<file path="config.mk">
export PLATFORM = sky130hd
export DESIGN_NAME = fetch_unit_flat
export DESIGN_NICKNAME = d
export VERILOG_FILES = /design/src/rtl/fetch_unit_if.sv /design/src/rtl/fetch_unit.sv /design/src/flat_wrapper.sv
export SDC_FILE = /design/constraint.sdc
export NUM_CORES = 1
export LEC_CHECK = 0
export CORE_UTILIZATION = 45
export DETAILED_ROUTE_END_ITERATION = 6
export HOLD_SLACK_MARGIN = 0.12
export PLACE_DENSITY = 0.95
export SYNTH_ARGS = -nofsm -noshare
export SYNTH_HDL_FRONTEND = slang
export SYNTH_SLANG_ARGS = --single-unit
</file>
<file path="constraint.sdc">
create_clock -name clk -period 4.3 [get_ports clk]
set_input_delay 0.645 -clock clk [delete_from_list [all_inputs] [get_ports clk]]
set_output_delay 0.645 -clock clk [all_outputs]
set_load 0.01 [all_outputs]
</file>
<file path="src/rtl/fetch_unit_if.sv">
// Instruction-memory request/acknowledge bus between the fetch stage and imem.
// The master drives the request and address; the slave answers with ack and data.
interface fetch_unit_if;
    logic        imem_req;
    logic [31:0] imem_addr;
    logic        imem_ack;
    logic [31:0] imem_rdata;

    modport master (
        output imem_req,
        output imem_addr,
        input  imem_ack,
        input  imem_rdata
    );

    modport slave (
        input  imem_req,
        input  imem_addr,
        output imem_ack,
        output imem_rdata
    );
endinterface

</file>
<file path="src/rtl/fetch_unit.sv">
// Instruction fetch stage: owns the PC, fetches one word per step over a req/ack
// bus, holds it for the decoder and computes the next PC on retire.
module fetch_unit #(
    parameter logic [31:0] RESET_PC = 32'h0000_0000,
    parameter logic [31:0] NOP_INST = 32'h0000_0013
) (
    input  logic         clk,
    input  logic         rst_n,
    fetch_unit_if.master imem,
    output logic [31:0]  inst,
    output logic         inst_valid,
    output logic [31:0]  pc,
    output logic [31:0]  pc4,
    input  logic [1:0]   npc_op,
    input  logic         br_taken,
    input  logic [31:0]  imm,
    input  logic [31:0]  alu_c,
    input  logic         retire,
    output logic         fault
);

    typedef enum logic [1:0] {
        ST_REQ  = 2'd0,
        ST_WAIT = 2'd1,
        ST_EXEC = 2'd2,
        ST_HALT = 2'd3
    } state_t;

    localparam logic [1:0] OP_SEQ    = 2'b00;
    localparam logic [1:0] OP_JALR   = 2'b01;
    localparam logic [1:0] OP_BRANCH = 2'b10;
    localparam logic [1:0] OP_JAL    = 2'b11;

    state_t      state_reg,  state_next;
    logic [31:0] pc_reg,     pc_next;
    logic [31:0] inst_reg,   inst_next;
    logic        valid_reg,  valid_next;
    logic        req_reg,    req_next;
    logic        fault_reg,  fault_next;

    logic [31:0] seq_pc;
    logic [31:0] rel_pc;
    logic [31:0] npc;

    assign seq_pc = pc_reg + 32'd4;
    assign rel_pc = pc_reg + imm;

    always_comb begin
        npc = seq_pc;
        case (npc_op)
            OP_SEQ:    npc = seq_pc;
            OP_JALR:   npc = alu_c & 32'hFFFF_FFFE;
            OP_BRANCH: npc = br_taken ? rel_pc : seq_pc;
            OP_JAL:    npc = rel_pc;
            default:   npc = seq_pc;
        endcase
    end

    always_ff @(posedge clk or negedge rst_n) begin
        if (!rst_n) begin
            state_reg <= ST_REQ;
            pc_reg    <= RESET_PC;
            inst_reg  <= NOP_INST;
            valid_reg <= 1'b0;
            req_reg   <= 1'b0;
            fault_reg <= 1'b0;
        end else begin
            state_reg <= state_next;
            pc_reg    <= pc_next;
            inst_reg  <= inst_next;
            valid_reg <= valid_next;
            req_reg   <= req_next;
            fault_reg <= fault_next;
        end
    end

    // Ack is only honoured in WAIT and retire only in EXEC, so the two never collide.
    always_comb begin
        state_next = state_reg;
        pc_next    = pc_reg;
        inst_next  = inst_reg;
        valid_next = valid_reg;
        req_next   = req_reg;
        fault_next = fault_reg;
        case (state_reg)
            ST_REQ: begin
                req_next   = 1'b1;
                state_next = ST_WAIT;
            end
            ST_WAIT: begin
                if (imem.imem_ack) begin
                    inst_next  = imem.imem_rdata;
                    valid_next = 1'b1;
                    req_next   = 1'b0;
                    state_next = ST_EXEC;
                end
            end
            ST_EXEC: begin
                if (retire) begin
                    valid_next = 1'b0;
                    if (npc[1:0] == 2'b00) begin
                        pc_next    = npc;
                        state_next = ST_REQ;
                    end else begin
                        fault_next = 1'b1;
                        state_next = ST_HALT;
                    end
                end
            end
            ST_HALT: begin
                req_next = 1'b0;
            end
            default: begin
                state_next = ST_HALT;
                req_next   = 1'b0;
            end
        endcase
    end

    // The PC never moves while a request is outstanding, so it doubles as the address.
    assign imem.imem_req  = req_reg;
    assign imem.imem_addr = pc_reg;

    assign inst       = inst_reg;
    assign inst_valid = valid_reg;
    assign pc         = pc_reg;
    assign pc4        = seq_pc;
    assign fault      = fault_reg;

endmodule
</file>
<file path="src/flat_wrapper.sv">
// flat-port wrapper written by rule: the top's interface ports become plain ports
module fetch_unit_flat 
#(
    parameter logic [31:0] RESET_PC = 32'h0000_0000,
    parameter logic [31:0] NOP_INST = 32'h0000_0013
)
  (clk, rst_n, inst, inst_valid, pc, pc4, npc_op, br_taken, imm, alu_c, retire, fault, imem_imem_req, imem_imem_addr, imem_imem_ack, imem_imem_rdata);
  fetch_unit_if imem_i ();
  input  logic clk;
  input  logic rst_n;
  output logic [31:0] inst;
  output logic inst_valid;
  output logic [31:0] pc;
  output logic [31:0] pc4;
  input  logic [1:0] npc_op;
  input  logic br_taken;
  input  logic [31:0] imm;
  input  logic [31:0] alu_c;
  input  logic retire;
  output logic fault;
  output wire logic [$bits(imem_i.imem_req)-1:0] imem_imem_req;
  output wire logic [$bits(imem_i.imem_addr)-1:0] imem_imem_addr;
  input wire logic [$bits(imem_i.imem_ack)-1:0] imem_imem_ack;
  input wire logic [$bits(imem_i.imem_rdata)-1:0] imem_imem_rdata;
  assign imem_imem_req = imem_i.imem_req;
  assign imem_imem_addr = imem_i.imem_addr;
  assign imem_i.imem_ack = imem_imem_ack;
  assign imem_i.imem_rdata = imem_imem_rdata;
  fetch_unit #(.RESET_PC(RESET_PC), .NOP_INST(NOP_INST)) u_core (.clk(clk), .rst_n(rst_n), .imem(imem_i), .inst(inst), .inst_valid(inst_valid), .pc(pc), .pc4(pc4), .npc_op(npc_op), .br_taken(br_taken), .imm(imm), .alu_c(alu_c), .retire(retire), .fault(fault));
endmodule
</file>
==> impl_metrics.csv <==
group,metric,value,unit
setup_path,crit_family,"simple AND/OR/NAND/NOR gates",
routing,vias,5701,
routing,drc,0,
sta,tightest_slew,0.736,ns
setup_path,path_class,"flop to primary output",
power_and_ir_drop,pwr-share-seq,23.9,%
power_and_ir_drop,power_frac_clock,12.2,%
sta,skew,0.0111,ns
logic_synthesis,synthDistinctLibCells,55,
clock_tree,numClockSinks,69,
floorplanning,fp.dieArea,0.0126,mm^2
clock_tree,clk_pin_slew,0.06,ns
floorplanning,die-height,112,um
power_and_ir_drop,power_density,701,mW/mm^2
power_and_ir_drop,swShare,41.2,%
global_routing,grt_pass1_wl,28.4,mm
finish,layout-drive-gt1-share,8.71,%
logic_synthesis,netlist_instances,620,
logic_synthesis,synth_top_area_cell,"dfrtp_1",
logic_synthesis,synth_area,0.00549,mm^2
floorplanning,rows,39,
finish,synthToLayoutAreaGrowth,46.2,%
run_status,status,"complete, no violations",
floorplanning,initial_utilization,47.1,%
global_routing,grt_usage,28.7,%
logic_synthesis,synth_edf_count,0,
power_and_ir_drop,intPower,3310,uW
logic_synthesis,syn_area_per_cell,8.85,um^2
hold_path,hold_path.class,"input port to asynchronous set/reset pin",
setup_path,arrival,3.23,ns
clock_tree,cts_hold_buf,0,
floorplanning,pin_count,234,
clock_tree,cts_tree,"yes",
logic_synthesis,ys.warnings.count,0,
logic_synthesis,ys.flop_type,"dfrtp_1",
sta,drv_slew,0,
clock_tree,cts_root_buf,"clkbuf_16",
logic_synthesis,synth_seq_area_share,31.5,%
setup_path,worstPathMaxFanout,7,
sta,tns,0,ns
clock_tree,postCtsResizedCells,0,
routing,routed_wirelength,18.2,mm
logic_synthesis,async_flop_share,100,%
setup_path,crit_required,3.65,ns
global_routing,grt_max_degree,33,
clock_tree,cts_buffers,9,
routing,wl_per_cell,18.8,um
placed_design,port_buffers,232,
setup_path,endpoint_kind,"primary output",
setup_path,cp-start-kind,"flop",
global_routing,antenna_found_initial,0,
power_and_ir_drop,power_switching,2310,uW
flow_run,maxCapViolations,0,
finish,antenna_cells,0,
sta,fin_crit_sh,90.2,%
logic_synthesis,synth_fp_nets,760,
floorplanning,die_x,112,um
floorplanning,core_area,0.0117,mm^2
placed_design,post-place-cells,954,
logic_synthesis,synth_top_area_share,30.1,%
sta,setup_violations,0,
setup_path,worst-path-buf-inv,1,
finish,finalNonFillerCells,970,
clock_tree,postCtsSetupBuffers,0,
finish,nets,962,
clock_tree,clk_path_buf_depth,2,
global_routing,overflow,0,
routing,ant_nets,0,
sta,rsz0062_at_grt,"no",
routing,firstDrtPassIters,5,
setup_path,cp_cell_sequence,"ha_1 -> and4_1 -> nand2_1 -> nor3_1 -> nand2b_1 -> nor2_1 -> xnor2_1 -> clkdlybuf4s50_1",
power_and_ir_drop,p_leak,0.00340,uW
power_and_ir_drop,max-vdd-ir-drop,403,uV
clock_tree,clkLatencyLatePin,0.33,ns
logic_synthesis,yosysMostFrequentCell,"dfrtp_1",
logic_synthesis,synth_commonest_cells,"dfrtp_1 (66), a21oi_1 (52), nand2_1 (52), nor2_1 (43), o21ai_0 (40)",
setup_path,crit_path_max_incr_delay,0.61,ns
placed_design,dp_hpwl,13.8,mm
sta,slew_headroom,50.8,%
global_routing,grt_pass1_vias,5685,
power_and_ir_drop,p_comb_share,63.9,%
sta,fmax,258,MHz
sta,finalCriticalPeriod,3.88,ns
logic_synthesis,synth_area_leaders,"dfrtp_1 (30%), ha_1 (8.2%), mux2_2 (7.0%)",
clock_tree,ctsHtreeMaxLevel,3,
routing,drt_iter0_drc,298,
setup_path,cpMaxStageDelayCell,"clkdlybuf4s50_1",
logic_synthesis,ys_ff_latch,69,
power_and_ir_drop,total_power,5620,uW
placed_design,place.gp.congestion,0.962,
sta,hold_violations,0,
routing,routed_via_density,5.88,
cell usage in the layout (no fill, tap or decap), types with 3 or more instances in the layout:
cell / count
xor2_1: 18
nand2b_1: 5
a221o_1: 4
dfrtp_1: 66
o21ai_0: 40
o22ai_1: 8
inv_1: 20
and4_1: 3
clkdlybuf4s50_1: 231
and2_1: 7
nand2_1: 52
o221ai_1: 3
a21o_1: 14
nand4_1: 7
a221oi_1: 15
a21oi_1: 52
clkbuf_16: 9
and3_1: 11
ha_1: 36
xnor2_1: 38
mux2i_1: 5
a211oi_1: 4
o21bai_1: 6
or3_1: 3
dfstp_2: 3
a222oi_1: 6
nor3_1: 11
mux2_2: 34
buf_4: 15
nand3_1: 13
nor2b_1: 5
nor2_1: 43
a31oi_1: 5
o311a_1: 3
routing by layer:
metal / wire (um) / share of wire, % / global-route usage, %
met5: 0 / 0 / 0
met1: 7130 / 39 / 32.3
met3: 1520 / 8.3 / 6.21
met4: 737 / 4.0 / 15.2
met2: 8860 / 49 / 50.8
worst paths after layout:
path | startpoint | to | slack [ns] | depth (start not counted)
hold reg to reg | u_core.fault | u_core.fault | 0.49 | 1
min in group clk | u_core.fault | u_core.fault | 0.49 | 1
max in group asynchronous | rst_n | u_core.inst[0] | 3.29 | 2
setup reg to reg | u_core.imem.imem_addr[0] | u_core.imem.imem_addr[28] | 0.90 | 11
setup / recovery | u_core.imem.imem_addr[2] | pc4[30] | 0.42 | 8
hold / removal | rst_n | u_core.inst[29] | 0.25 | 1
cells by family after synthesis:
group                      synth area share, %
adders and majority gates                 8.57
DFF                                       31.5
AOI/OAI and AO/OA                         20.4
muxes                                     7.89
and+or+nand+nor                           15.0
buffers and inverters                     7.68
xor gates and xnor gates                  8.94
power groups by stage:
stage                     clock [uW]  combinational (uW)  sequential [uW]
after floorplan                    0                1960             1410
after global placement             0                3470             1340
after detailed placement           0                3540             1360
after CTS                        695                3570             1350
after global routing             732                3860             1390
final                            683                3590             1350
stage by stage:
step,util [%],hold WS (ns),setup WS (ns),instance area (um^2)
after detailed placement,66.5,0.484,0.381,7750
after global placement,66.5,0.469,0.399,7750
final,68.8,0.252,0.423,8020
after CTS,68.8,0.255,0.473,8020
after global routing,68.8,0.277,0.289,8020
after floorplan,-,0.349,1.16,5490
layout make-up:
type	instances	area, um^2
inverter	20	75.1
clock buffer	12	246
timing repair buffer	247	2430
sequential	69	1730
fill	878	3640
tap	143	179
clock inverter	4	25.0
multi-input combinational	475	3340
No activity file was read; power rests on OpenSTA's default activity.
==> edit: new RTL, config.mk and constraints unchanged <==
Reset style: synchronous (`rst_n`), changed in one clocked block.
--- a/src/rtl/fetch_unit.sv
+++ b/src/rtl/fetch_unit.sv
@@ -56,7 +56,7 @@
         endcase
     end
 
-    always_ff @(posedge clk or negedge rst_n) begin
+    always_ff @(posedge clk) begin
         if (!rst_n) begin
             state_reg <= ST_REQ;
             pc_reg    <= RESET_PC;
Behaviour: differs if rst_n is asserted again (counterexample within 4 cycles, from zero or initial values and one cycle with rst_n low); with rst_n held inactive, the same outputs for 10 cycles.
==> edit against the original RTL <==
Register-to-register slack better by 0.34 ns. Maximum frequency is 0.95% higher. Routed wire length up 15%. Clock skew shrank 0.0010 ns. Sequential cell count stayed put. Core utilization decreased by 2.7 points. Worst setup slack better by 0.036 ns. Final area rose by 4.4%. Synthesized cell count up 29%. Area after synthesis increased by 7.0%. Critical endpoint is now pc4[26]. Highest routed layer unchanged.
Power is not compared: it rests on default switching activity, and its combinational part moved more than twofold at a synthesized area within 25%.
==> edit: results (changes against the original RTL) <==
final critical path time including I/O delays and setup=3.84 ns (was 3.88 ns); Crit Reg-Reg Endpoint=u_core.imem.imem_addr[31]$_SDFFE_PN0P_ (was u_core.imem.imem_addr[28]$_DFFE_PN0P_); first-pass GRT wire length=32,100 um (was 28,400 um); largest net degree at the start of global routing=45 (was 33); share of cells above drive strength 1=4.60% (was 8.71%); Post-DP HPWL=15,400 um (was 13,800 um); Reg2Reg Depth=10 (was 11); reg-to-reg slack, setup=1.24 ns (was 0.90 ns); postcts setup bufs=0 (unchanged); DR iter-0 viols=635 (was 298); FILL cells=1,047 (was 878); pre-CTS setup slack=0.604 ns (was 0.381 ns); Synth Flop Type=dfxtp_1 (was dfrtp_1); crit path DAT=3.20 ns (was 3.23 ns); met2 routed WL=9760 um (was 8860 um); yosys synthesis warning count=0 (unchanged); Routed WL per cell=18.2 um (was 18.8 um); Async SR Flop Fraction=0% (was 100%); vias in the first global route=6,535 (was 5,685); number of detailed-route iterations in the first pass=6 (was 5); status=finished, final reports clean (unchanged); vias=6,919 (was 5,701); worst hold endpoint=u_core.inst[7]$_SDFFE_PN0P_; Placer Congestion=0.972 (was 0.962); worst-case clock skew=0.0101 ns (was 0.0111 ns); NumNets Final=1,114 (was 962); top cells by count, synth=117 x nand2_1, 91 x a21oi_1, 69 x dfxtp_1 (was 66 x dfrtp_1, 52 x a21oi_1, 52 x nand2_1); wl on met1=8490 um (was 7130 um); max_slew headroom=17.7% (was 50.8%); r2r startpoint=u_core.imem.imem_addr[0]$_SDFFE_PN0P_ (was u_core.imem.imem_addr[0]$_DFFE_PN0P_); Hold Path Class=reg -> reg (was in -> async); Num CTS Buffers=9 (unchanged); WL met3=1980 um (was 1520 um); largest cells by area after synthesis=dfxtp_1 24%, a21oi_1 7.8%, ha_1 7.7% (was dfrtp_1 30%, ha_1 8.2%, mux2_2 7.0%); CP max FO=9 (was 7); sequential fraction of the synthesis area=23.5% (was 31.5%); Synth Net Count=940 (was 760); Synth cell types=80 (was 55); GRT Util Overall=30.2% (was 28.7%)
[edit: worst max-delay path: stages (launching register included)]
cell and delay (ns):
dfxtp_1 0.55, ha_1 0.28, and4_2 0.30, and3_1 0.44
nand3_1 0.22, nor2_1 0.16, xor2_1 0.31, clkdlybuf4s50_1 0.61
[edit: final cells by class]
cell class	count	area share [%]
Clock inverter	6	1.06
Inverter	22	0.986
Timing Repair Buffer	245	28.9
Multi-Input combinational cell	627	47.3
Clock buffer	9	2.69
Tap cell	172	2.57
Sequential cell	69	16.5
[edit: power by group]
group / internal (uW) / total, uW / switching [uW]
registers: 715 / 784 / 68.7
logic: 411 / 842 / 431
clock network: 505 / 809 / 304
total: 1630 / 2430 / 804
[edit: per-stage QoR]
stage	std cells	cell area [sq um]	hold slack, ns
final	1150	8370	0.453
after global routing	1150	8370	0.476
after CTS	1150	8370	0.455
after detailed placement	1135	8060	0.447
after global placement	1135	8060	0.441
after floorplan	800	5870	0.481
[edit: layer usage]
layer  GRT usage, %  vias up
met1           39.2     3169
met3           4.10       69
li1               -     3255
met4           15.2        0
met2           49.1      426
met5              0        -
[edit: kinds of logic (layout without fill, tap and decap cells)]
logic type | count (synthesis) | after routing | synth area share [%]
flip-flops | 69 | 69 | 23.5
multiplexers | 12 | 12 | 2.09
buffers and inverters | 104 | 282 | 9.03
adder cells (fa/ha/maj) | 37 | 37 | 8.01
AND/OR/NAND/NOR | 270 | 270 | 22.0
XOR/XNOR | 41 | 41 | 6.12
AO/OA/AOI/OAI | 267 | 267 | 29.2
[edit: worst max-delay path by stage]
stage / start / end
after detailed placement: imm[0] / u_core.imem.imem_addr[31]$_SDFFE_PN0P_
after global placement: imm[0] / u_core.imem.imem_addr[31]$_SDFFE_PN0P_
after CTS: u_core.imem.imem_addr[2]$_SDFFE_PN0P_ / pc4[26]
after global routing: u_core.imem.imem_addr[2]$_SDFFE_PN0P_ / pc4[26]
final: u_core.imem.imem_addr[2]$_SDFFE_PN0P_ / pc4[26]
after floorplan: imm[0] / u_core.imem.imem_addr[30]$_SDFFE_PN0P_
